===== src/rtl/bullet_scheduler.sv =====
// Bullet launch scheduler: every PERIOD cycles, picks the next free bullet
// slot round-robin, pulses its fire bit and presents the launch position and
// velocity. Launches that find every slot busy are counted as drops. The
// vertical velocity sweeps back and forth between -VY_MAX and +VY_MAX.
module bullet_scheduler #(
    parameter int                  N_SLOTS = 8,
    parameter int                  PERIOD  = 25,
    parameter logic [7:0]          VX_16X  = 8'd32,
    parameter logic signed [12:0]  VY_MAX  = 13'sd48,
    parameter logic signed [12:0]  VY_STEP = 13'sd16
) (
    input  logic                clk_100Hz,
    input  logic                rst,
    input  logic                enable,
    input  logic [N_SLOTS-1:0]  slot_busy,
    input  logic [9:0]          origin_x,
    input  logic [8:0]          origin_y,
    output logic [N_SLOTS-1:0]  fire,
    output logic [9:0]          x_din,
    output logic [8:0]          y_din,
    output logic [7:0]          vx_din_16x,
    output logic signed [12:0]  vy_din_16x,
    output logic [15:0]         shot_cnt,
    output logic [7:0]          drop_cnt,
    output logic [4:0]          active_cnt
);

    localparam int PTR_W = $clog2(N_SLOTS);
    localparam int CNT_W = $clog2(PERIOD);

    // FIRE costs one cycle, so after a launch the cooldown is one shorter
    // than after a drop; both keep launch decisions on a PERIOD grid.
    localparam logic [CNT_W-1:0] RELOAD_FIRE = CNT_W'(PERIOD - 3);
    localparam logic [CNT_W-1:0] RELOAD_DROP = CNT_W'(PERIOD - 2);

    typedef enum logic [1:0] {
        IDLE,
        COUNT,
        SEEK,
        FIRE
    } state_t;

    state_t                  state;
    state_t                  state_next;
    logic [PTR_W-1:0]        ptr;
    logic [PTR_W-1:0]        winner;
    logic                    found;
    logic [2*N_SLOTS-1:0]    busy_rot;
    logic [CNT_W-1:0]        cnt;
    logic [CNT_W-1:0]        cnt_load_val;
    logic                    cnt_load;
    logic                    cnt_dec;
    logic                    do_launch;
    logic                    do_drop;
    logic                    do_shot;
    logic signed [12:0]      vy;
    logic signed [12:0]      vy_next;
    logic                    vy_up;
    logic                    vy_up_next;

    // Round-robin search: rotate the busy vector so ptr lands at bit 0, then
    // take the first free bit.
    always_comb begin
        // NOTE: every variable written here gets a default first, so no path
        // leaves it unassigned and no latch is inferred.
        busy_rot = {slot_busy, slot_busy} >> ptr;
        found    = 1'b0;
        winner   = '0;
        for (int k = 0; k < N_SLOTS; k++) begin
            if (!found && !busy_rot[k]) begin
                found  = 1'b1;
                winner = PTR_W'((int'(ptr) + k) % N_SLOTS);
            end
        end
    end

    // Next vy sweep value: bounce off +/-VY_MAX by reversing direction.
    always_comb begin
        vy_next    = vy;
        vy_up_next = vy_up;
        if (vy_up) begin
            if (vy + VY_STEP > VY_MAX) begin
                vy_up_next = 1'b0;
                vy_next    = vy - VY_STEP;
            end else begin
                vy_next    = vy + VY_STEP;
            end
        end else begin
            if (vy - VY_STEP < -VY_MAX) begin
                vy_up_next = 1'b1;
                vy_next    = vy + VY_STEP;
            end else begin
                vy_next    = vy - VY_STEP;
            end
        end
    end

    // State register.
    always_ff @(posedge clk_100Hz) begin
        // NOTE: sequential state uses non-blocking assignments so every
        // register samples the values from before this edge.
        if (rst) begin
            state <= IDLE;
        end else begin
            state <= state_next;
        end
    end

    // Next-state and datapath control; dropping enable parks in IDLE.
    always_comb begin
        state_next   = state;
        cnt_load     = 1'b0;
        cnt_load_val = RELOAD_FIRE;
        cnt_dec      = 1'b0;
        do_launch    = 1'b0;
        do_drop      = 1'b0;
        do_shot      = 1'b0;
        case (state)
            IDLE: begin
                if (enable) begin
                    state_next = COUNT;
                    cnt_load   = 1'b1;
                end
            end
            COUNT: begin
                if (!enable) begin
                    state_next = IDLE;
                end else if (cnt == '0) begin
                    state_next = SEEK;
                end else begin
                    cnt_dec = 1'b1;
                end
            end
            SEEK: begin
                if (!enable) begin
                    state_next = IDLE;
                end else if (found) begin
                    state_next = FIRE;
                    do_launch  = 1'b1;
                end else begin
                    state_next   = COUNT;
                    cnt_load     = 1'b1;
                    cnt_load_val = RELOAD_DROP;
                    do_drop      = 1'b1;
                end
            end
            FIRE: begin
                // The pulse already on the output completes either way.
                do_shot = 1'b1;
                if (!enable) begin
                    state_next = IDLE;
                end else begin
                    state_next = COUNT;
                    cnt_load   = 1'b1;
                end
            end
            default: state_next = IDLE;
        endcase
    end

    // Cooldown counter, round-robin pointer, sweep and registered outputs.
    always_ff @(posedge clk_100Hz) begin
        if (rst) begin
            cnt        <= '0;
            ptr        <= '0;
            vy         <= -VY_MAX;
            vy_up      <= 1'b1;
            fire       <= '0;
            x_din      <= '0;
            y_din      <= '0;
            vx_din_16x <= '0;
            vy_din_16x <= '0;
            shot_cnt   <= '0;
            drop_cnt   <= '0;
        end else begin
            fire <= '0;
            if (cnt_load) begin
                cnt <= cnt_load_val;
            end else if (cnt_dec) begin
                cnt <= cnt - 1'b1;
            end
            if (do_launch) begin
                fire[winner] <= 1'b1;
                x_din        <= origin_x;
                y_din        <= origin_y;
                vx_din_16x   <= VX_16X;
                vy_din_16x   <= vy;
                vy           <= vy_next;
                vy_up        <= vy_up_next;
                ptr          <= PTR_W'((int'(winner) + 1) % N_SLOTS);
            end
            if (do_drop && drop_cnt != 8'hFF) begin
                drop_cnt <= drop_cnt + 8'd1;
            end
            if (do_shot) begin
                shot_cnt <= shot_cnt + 16'd1;
            end
        end
    end

    // Number of bullets currently in flight.
    always_comb begin
        active_cnt = '0;
        for (int i = 0; i < N_SLOTS; i++) begin
            active_cnt = active_cnt + 5'(slot_busy[i]);
        end
    end

endmodule

===== config.mk =====
export PLATFORM = sky130hd
export DESIGN_NAME = bullet_scheduler
export DESIGN_NICKNAME = d
export VERILOG_FILES = /design/src/rtl/bullet_scheduler.sv
export SDC_FILE = /design/constraint.sdc
export NUM_CORES = 1
export LEC_CHECK = 0
export CAP_MARGIN = 20
export CORE_ASPECT_RATIO = 1.4
export CORE_MARGIN = 2
export CORE_UTILIZATION = 47
export DETAILED_ROUTE_END_ITERATION = 8
export PLACE_DENSITY = 0.78
export SLEW_MARGIN = 20
export SYNTH_ARGS = -nofsm -noshare
export SYNTH_HDL_FRONTEND = slang
export SYNTH_SLANG_ARGS = --single-unit

===== constraint.sdc =====
create_clock -name clk_100Hz -period 2.95 [get_ports clk_100Hz]
set_input_delay 0.4425 -clock clk_100Hz [delete_from_list [all_inputs] [get_ports clk_100Hz]]
set_output_delay 0.4425 -clock clk_100Hz [all_outputs]
set_load 0.05 [all_outputs]

==> flow_summary_export.csv, run 1 <==
group,metric,value,unit
outcome,outcome,"complete, but fails checks",
outcome,failing_checks,"setup timing",
sta,layout_worst_path_cycle_share,1.20,
critical_path,critPathArrivalTime,3.10,ns
die,floorplan.initialDensity,0.482,
sta,final_period_minus_worst_setup_slack,3.54,ns
power,p_clk_frac,0.390,
critical_path,path_cells,"buf_6 > fa_1 > inv_1 > fa_1 > fa_2 > inv_2 > ha_4 > inv_2 > fa_2 > clkinvlp_4 > buf_12",
yosys,netlist_area,4990,sq um
die,io-pin-count,107,
sta,maxClockFrequency,282,MHz
worst_hold_path,min_path_cells,2,
power,internal_power,0.00217,W
route,met2_wirelength,7810,um
yosys,synth.ff_latch_count,81,
critical_path,critical_path_peak_fanout,2,
global_routing,total_congestion_overflow,0,
die,die_width,91.1,um
cts,worst_setup_hold_path_clk_slew,0.06,ns
die,dieArea,11500,sq um
place,post-place-ws,-0.982,ns
place,gpl.final_weighted_congestion,0.867,
die,floorplan.rows,44,
yosys,synth_area_leader_cell,"sky130_fd_sc_hd__dfxtp_1",
sta,grt_setup_unrepaired,"true",
route,post-route-drc-count,0,
route,routed_wire_length_per_instance,15.9,um
route,vias_per_cell,5.54,
final_layout,post_route_cells_drive_above_1_share,0.204,
place,port-buffer-count,94,
route,first_iter_violations,199,
power,power.leakage,2.65,nW
route,antenna_violating_nets_left,0,
cts,master_cell_of_the_clock_root_buffer,"sky130_fd_sc_hd__clkbuf_16",
cts,clock_latency,0.34,ns
yosys,post_synth_num_cell_types,69,
route,dr_wl_met3,556,um
power,p_sw,0.000841,W
route,topRoutingLayerUsed,"met4",
cts,htree_num_levels,3,
yosys,synth_top_cells_by_count,"100 x sky130_fd_sc_hd__nand2_1, 81 x sky130_fd_sc_hd__dfxtp_1, 60 x sky130_fd_sc_hd__nor2_1",
sta,worst_pin_slew,0.613,ns
final_layout,antenna_cells_inserted,0,
critical_path,critPathKind,"primary input to output pin",
worst_hold_path,worstHoldPathType,"register to register",
yosys,ys_seq_area_frac,0.325,
final_layout,layout_nets,798,
global_routing,grt_antenna_before_repair,0,
yosys,fraction_of_synthesized_cell_area_taken_by_the_top_area_cell_type,0.325,
place,detailed_place_hpwl,10200,um
sta,finalHoldWorstSlack,0.460,ns
yosys,avgSynthCellArea,8.27,sq um
yosys,async_set_reset_flop_share_out_of_synthesis,0,
final_layout,finalNonFillerCells,887,
critical_path,worstSetupStartpointType,"primary input",
global_routing,grt_max_degree,38,
yosys,synth_area_leaders,"sky130_fd_sc_hd__dfxtp_1 33%, sky130_fd_sc_hd__nand2_1 7.5%, sky130_fd_sc_hd__a21oi_1 4.8%, sky130_fd_sc_hd__ha_1 4.8%, sky130_fd_sc_hd__nor2_1 4.5%",
yosys,synth_ff_type,"sky130_fd_sc_hd__dfxtp_1",
die,fp.coreArea,10300,sq um
power,worst_ir_drop_vdd,381,uV
power,power-per-cell-area,429,nW/um^2
place,placed_cells_incl_taps,866,
sta,finalClockSkew,0.00552,ns
critical_path,critical_path_required,2.51,ns
route,first_pass_iters,6,
global_routing,global_route_wire_length_before_repair,22500,um
critical_path,worst_r2r_path_depth,12,
yosys,yosys.cell_count.top_type,"sky130_fd_sc_hd__nand2_1",
die,die_height,126,um
sta,postLayoutSetupSlackWorst,-0.592,ns
route,total_via_count_after_detailed_routing,4913,
final_layout,synth_to_final_area_change,40.5,%
critical_path,slowest_stage,"sky130_fd_sc_hd__fa_2",
critical_path,critPathCaptureType,"output pin",
power,reg_power_frac,0.376,
sta,finalHoldViolations,0,
yosys,ys.warnings.count,0,
sta,finalSetupViolations,13,
cts,cts_hold_repair.buffers,0,
yosys,count_of_flip_flops_with_a_built_in_enable_after_synthesis,0,
yosys,synth_cells,603,
cts,cts_sinks,81,
sta,slew_headroom,0.581,
sta,slew_violations,0,
cts,cts_buffer_depth,2,
flow_run,max_cap_violations,0,
cts,tritoncts,"done",
route,sum_of_routed_wire_length_over_all_layers,14100,um
final_layout,fillers,851,
power,swShare,0.279,
power,p_comb_frac,0.234,
critical_path,critical_path.max_stage_delay,0.54,ns
route,m1WireLength,5180,um
cts,total_cts_buffers,9,
global_routing,track_usage,0.239,
global_routing,grt_pass1_vias,4938,
## kinds of logic after synthesis
| logic type | synth area share |
|---|---|
| AO/OA/AOI/OAI | 0.139 |
| XOR/XNOR | 0.0562 |
| adder cells (fa/ha/maj) | 0.0637 |
| buffers and inverters | 0.0695 |
| flip-flops | 0.325 |
| multiplexers | 0.0976 |
| other | 0.000752 |
| AND/OR/NAND/NOR | 0.248 |
## cell usage in the layout (no fill, tap or decap), drive strengths merged, types with 4 or more instances in the layout
cell,count
a211o,5
a211oi,4
a21oi,49
and2,4
and3,7
buf,80
clkbuf,10
clkdlybuf4s50,81
conb,12
dfxtp,81
dlygate4sd2,4
fa,4
ha,19
inv,25
mux2,7
mux2i,22
mux4,8
nand2,100
nand3,23
nand4,9
nor2,60
nor2b,7
nor3,12
nor4,4
nor4b,4
o211ai,5
o21a,4
o21ai,7
o31ai,4
or2,6
or3,4
xnor2,16
xor2,16
## metrics by stage
| step | setup TNS (ns) | power, W | util | cell area, sq um |
|---|---|---|---|---|
| after global routing | -3.70 | 0.00312 | 0.677 | 7010 |
| after global placement | -20.05 | 0.00178 | 0.630 | 6520 |
| after CTS | -1.90 | 0.00301 | 0.668 | 6920 |
| final | -2.20 | 0.00301 | 0.677 | 7010 |
| after floorplan | -0.789 | 0.00156 | - | 5100 |
| after detailed placement | -22.22 | 0.00180 | 0.630 | 6520 |
## sequential cells by signal, summed over array words and instances, names as in the netlist
name,count
vy_up,1
vy,9
x_din,10
vx_din_16x,1
vy_din_16x,9
ptr,3
shot_cnt,16
drop_cnt,8
cnt,5
fire,8
y_din,9
state,2
## critical path: cells and delay by family
kind	cells	cell delay, ns
adder cells (fa/ha/maj)	5	2.14
buffers and inverters	6	0.52
## layout make-up
cell class              count  area [sq um]  share of cell area
clock buffers              10           229              0.0327
clock inverters             5          81.3              0.0116
inverters                  26           101              0.0145
multi-input cells         461          3260               0.466
flip-flops and latches     81          1630               0.232
well taps                 138           173              0.0246
repair buffers            166          1530               0.219
## layer usage
metal	up-vias	GRT usage
li1	2351	-
met1	2374	0.244
met2	143	0.463
met3	45	0.0443
met4	0	0.111
met5	-	0
## path summary, 6_finish.rpt
| kind | startpoint | to | slack [ns] |
|---|---|---|---|
| min reg2reg | vy_din_16x[4] | vy_din_16x[4] | 0.46 |
| min | vy_din_16x[4] | vy_din_16x[4] | 0.46 |
| max reg2reg | ptr[1] | ptr[2] | -0.14 |
| max | slot_busy[3] | active_cnt[1] | -0.59 |
## repair_timing
item                                   in CTS  in global routing
gates resized for setup                    39                 11
pin swaps                                  14                 12
setup endpoints to repair                  38                 31
endpoints found under the hold margin       0                  0
setup buffers                               2                  4
## power by group through the flow
stage               clock [W]  combinational (W)  sequential [W]
CTS                   0.00119           0.000687         0.00113
global placement            0           0.000622         0.00116
finish                0.00117           0.000704         0.00113
floorplan                   0           0.000391         0.00117
global route          0.00124           0.000747         0.00114
detailed placement          0           0.000645         0.00116
No activity file was read; power rests on OpenSTA's default activity.
==> inputs of run 2 (changes only) <==
--- a/config.mk
+++ b/config.mk
@@ -8,9 +8,10 @@
 export CAP_MARGIN = 20
 export CORE_ASPECT_RATIO = 1.4
 export CORE_MARGIN = 2
-export CORE_UTILIZATION = 47
+export CORE_UTILIZATION = 54
 export DETAILED_ROUTE_END_ITERATION = 8
-export PLACE_DENSITY = 0.78
+export PLACE_DENSITY = 0.84
+export SKIP_CTS_REPAIR_TIMING = 1
 export SLEW_MARGIN = 20
 export SYNTH_ARGS = -nofsm -noshare
 export SYNTH_HDL_FRONTEND = slang
==> constraint.sdc (replaced) <==
create_clock -name clk_100Hz -period 4.1 [get_ports clk_100Hz]
set_input_delay 0.615 -clock clk_100Hz [delete_from_list [all_inputs] [get_ports clk_100Hz]]
set_output_delay 0.615 -clock clk_100Hz [all_outputs]
set_load 0.05 [all_outputs]
==> flow_summary_export.csv, run 2 (same netlist as run 1, synthesis figures left out) <==
group,metric,value,unit
outcome,outcome,"finished, final reports clean",
critical_path,cp_common_cell,"sky130_fd_sc_hd__inv_1",
sta,maxClockFrequency,256,MHz
die,floorplan.initialDensity,0.556,
route,first_pass_iters,4,
critical_path,path_depth,10,
global_routing,grt_max_degree,42,
route,post-route-drc-count,0,
place,port-buffer-count,94,
die,floorplan.rows,41,
global_routing,track_usage,0.241,
cts,clock_latency,0.34,ns
critical_path,critical_path.max_stage_delay,0.62,ns
sta,final_period_minus_worst_setup_slack,3.91,ns
final_layout,synth_to_final_area_change,27.2,%
place,detailed_place.area,6040,sq um
route,first_iter_violations,247,
critical_path,critPathCaptureType,"output pin",
sta,finalSetupViolations,0,
die,io-pin-count,107,
place,post-place-ws,-0.160,ns
die,fp.coreArea,8980,sq um
critical_path,slowest_stage,"sky130_fd_sc_hd__clkdlybuf4s50_1",
final_layout,largest_reg_flops,16,
cts,master_cell_of_the_clock_root_buffer,"sky130_fd_sc_hd__clkbuf_16",
route,total_via_count_after_detailed_routing,4523,
critical_path,critical_path_required,3.48,ns
final_layout,antenna_cells_inserted,0,
cts,tritoncts,"done",
global_routing,grt_pass1_vias,4472,
final_layout,layout_top_registers,"shot_cnt: 16 flops, x_din: 10 flops",
place,detailed_place_hpwl,8900,um
power,worst_ir_drop_vdd,320,uV
place,gpl.final_weighted_congestion,0.918,
sta,slew_violations,0,
cts,htree_num_levels,3,
sta,layout_worst_path_cycle_share,0.954,
final_layout,registers.top_by_ff_count,"shot_cnt",
sta,finalClockSkew,0.00589,ns
sta,postLayoutSetupSlackWorst,0.188,ns
power,power-per-cell-area,319,nW/um^2
cts,cts_sinks,81,
critical_path,path_cells,"clkdlybuf4s50_1 > inv_1 > fa_1 > fa_1 > inv_1 > ha_2 > inv_1 > fa_2 > xnor2_2 > buf_12",
worst_hold_path,min_path_cells,2,
final_layout,layout_nets,742,
sta,worst_pin_slew,0.760,ns
critical_path,worst-path-buf-inv,5,
sta,finalHoldWorstSlack,0.454,ns
cts,worst_setup_hold_path_clk_slew,0.06,ns
sta,finalHoldViolations,0,
final_layout,most_common_cell_after_layout_fill_and_taps_aside,"sky130_fd_sc_hd__nand2_1",
die,die_width,85.2,um
global_routing,total_congestion_overflow,0,
final_layout,most-common-layout-cells,"100 x sky130_fd_sc_hd__nand2_1, 86 x sky130_fd_sc_hd__clkdlybuf4s50_1, 81 x sky130_fd_sc_hd__dfxtp_1",
critical_path,timing.critical_path.max_delay_family,"adder cells",
sta,fin_setup_tns,0,ns
global_routing,grt_antenna_before_repair,0,
route,routed_wire_length_per_instance,15.0,um
route,vias_per_cell,5.65,
cts,total_cts_buffers,9,
critical_path,critPathKind,"primary input to output pin",
final_layout,post_route_cells_drive_above_1_share,0.101,
cts,cts_buffer_depth,2,
die,dieArea,10000,sq um
route,sum_of_routed_wire_length_over_all_layers,12000,um
critical_path,critPathArrivalTime,3.30,ns
critical_path,worst_r2r_path_depth,13,
flow_run,max_cap_violations,0,
power,power.leakage,2.35,nW
power,tot_pwr,0.00202,W
critical_path,worstSetupStartpointType,"primary input",
route,antenna_violating_nets_left,0,
critical_path,critical_path_peak_fanout,8,
final_layout,total_non_filler_cell_area_in_the_finished_layout,6340,sq um
sta,grt_setup_unrepaired,"false",
die,die_height,118,um
worst_hold_path,worstHoldPathType,"register to register",
global_routing,global_route_wire_length_before_repair,20100,um
sta,slew_headroom,0.494,
[run 2: per-layer routing]
layer | wire, um | GRT usage
met1 | 4570 | 0.258
met2 | 6590 | 0.450
met3 | 470 | 0.0470
met4 | 374 | 0.100
met5 | 0 | 0
[run 2: metrics by stage]
| step | util | std cells |
|---|---|---|
| 6_report | 0.707 | 801 |
| 5_1_grt | 0.707 | 801 |
| 3_3_place_gp | 0.673 | 785 |
| 3_5_place_dp | 0.673 | 785 |
| 2_1_floorplan | - | 614 |
| 4_1_cts | 0.705 | 801 |
[run 2: final timing paths]
kind | from | end | slack [ns]
max | slot_busy[6] | active_cnt[2] | 0.19
min | vy_din_16x[4] | vy_din_16x[4] | 0.45
max reg2reg | ptr[1] | ptr[2] | 0.41
min reg2reg | vy_din_16x[4] | vy_din_16x[4] | 0.45
[run 2: area by class of cell]
cell class                 instances  area (sq um)
inverter                          26          97.6
multi-input combinational        461          3100
sequential                        81          1620
clock buffer                      13           250
timing repair buffer             110          1100
clock inverter                     3          40.0
fill                             697          2630
tap                              107           134
[run 2: report_power, final]
group / total [W] / switching, W / internal, W
clock network: 0.000787 / 0.000300 / 0.000487
registers: 0.000816 / 0.0000144 / 0.000801
logic: 0.000422 / 0.000239 / 0.000183
[run 2: worst register-to-register path: stages, from the launching register on]
cell	delay (ns)
sky130_fd_sc_hd__dfxtp_1	0.74
sky130_fd_sc_hd__buf_4	0.29
sky130_fd_sc_hd__mux2i_1	0.15
sky130_fd_sc_hd__a22oi_1	0.33
sky130_fd_sc_hd__o2111ai_1	0.27
sky130_fd_sc_hd__o31ai_1	0.41
sky130_fd_sc_hd__a21oi_1	0.08
sky130_fd_sc_hd__a2111o_1	0.37
sky130_fd_sc_hd__ha_1	0.26
sky130_fd_sc_hd__xnor2_1	0.19
sky130_fd_sc_hd__nor2_1	0.07
sky130_fd_sc_hd__o21a_1	0.19
sky130_fd_sc_hd__o221ai_1	0.16
sky130_fd_sc_hd__nor3_1	0.07
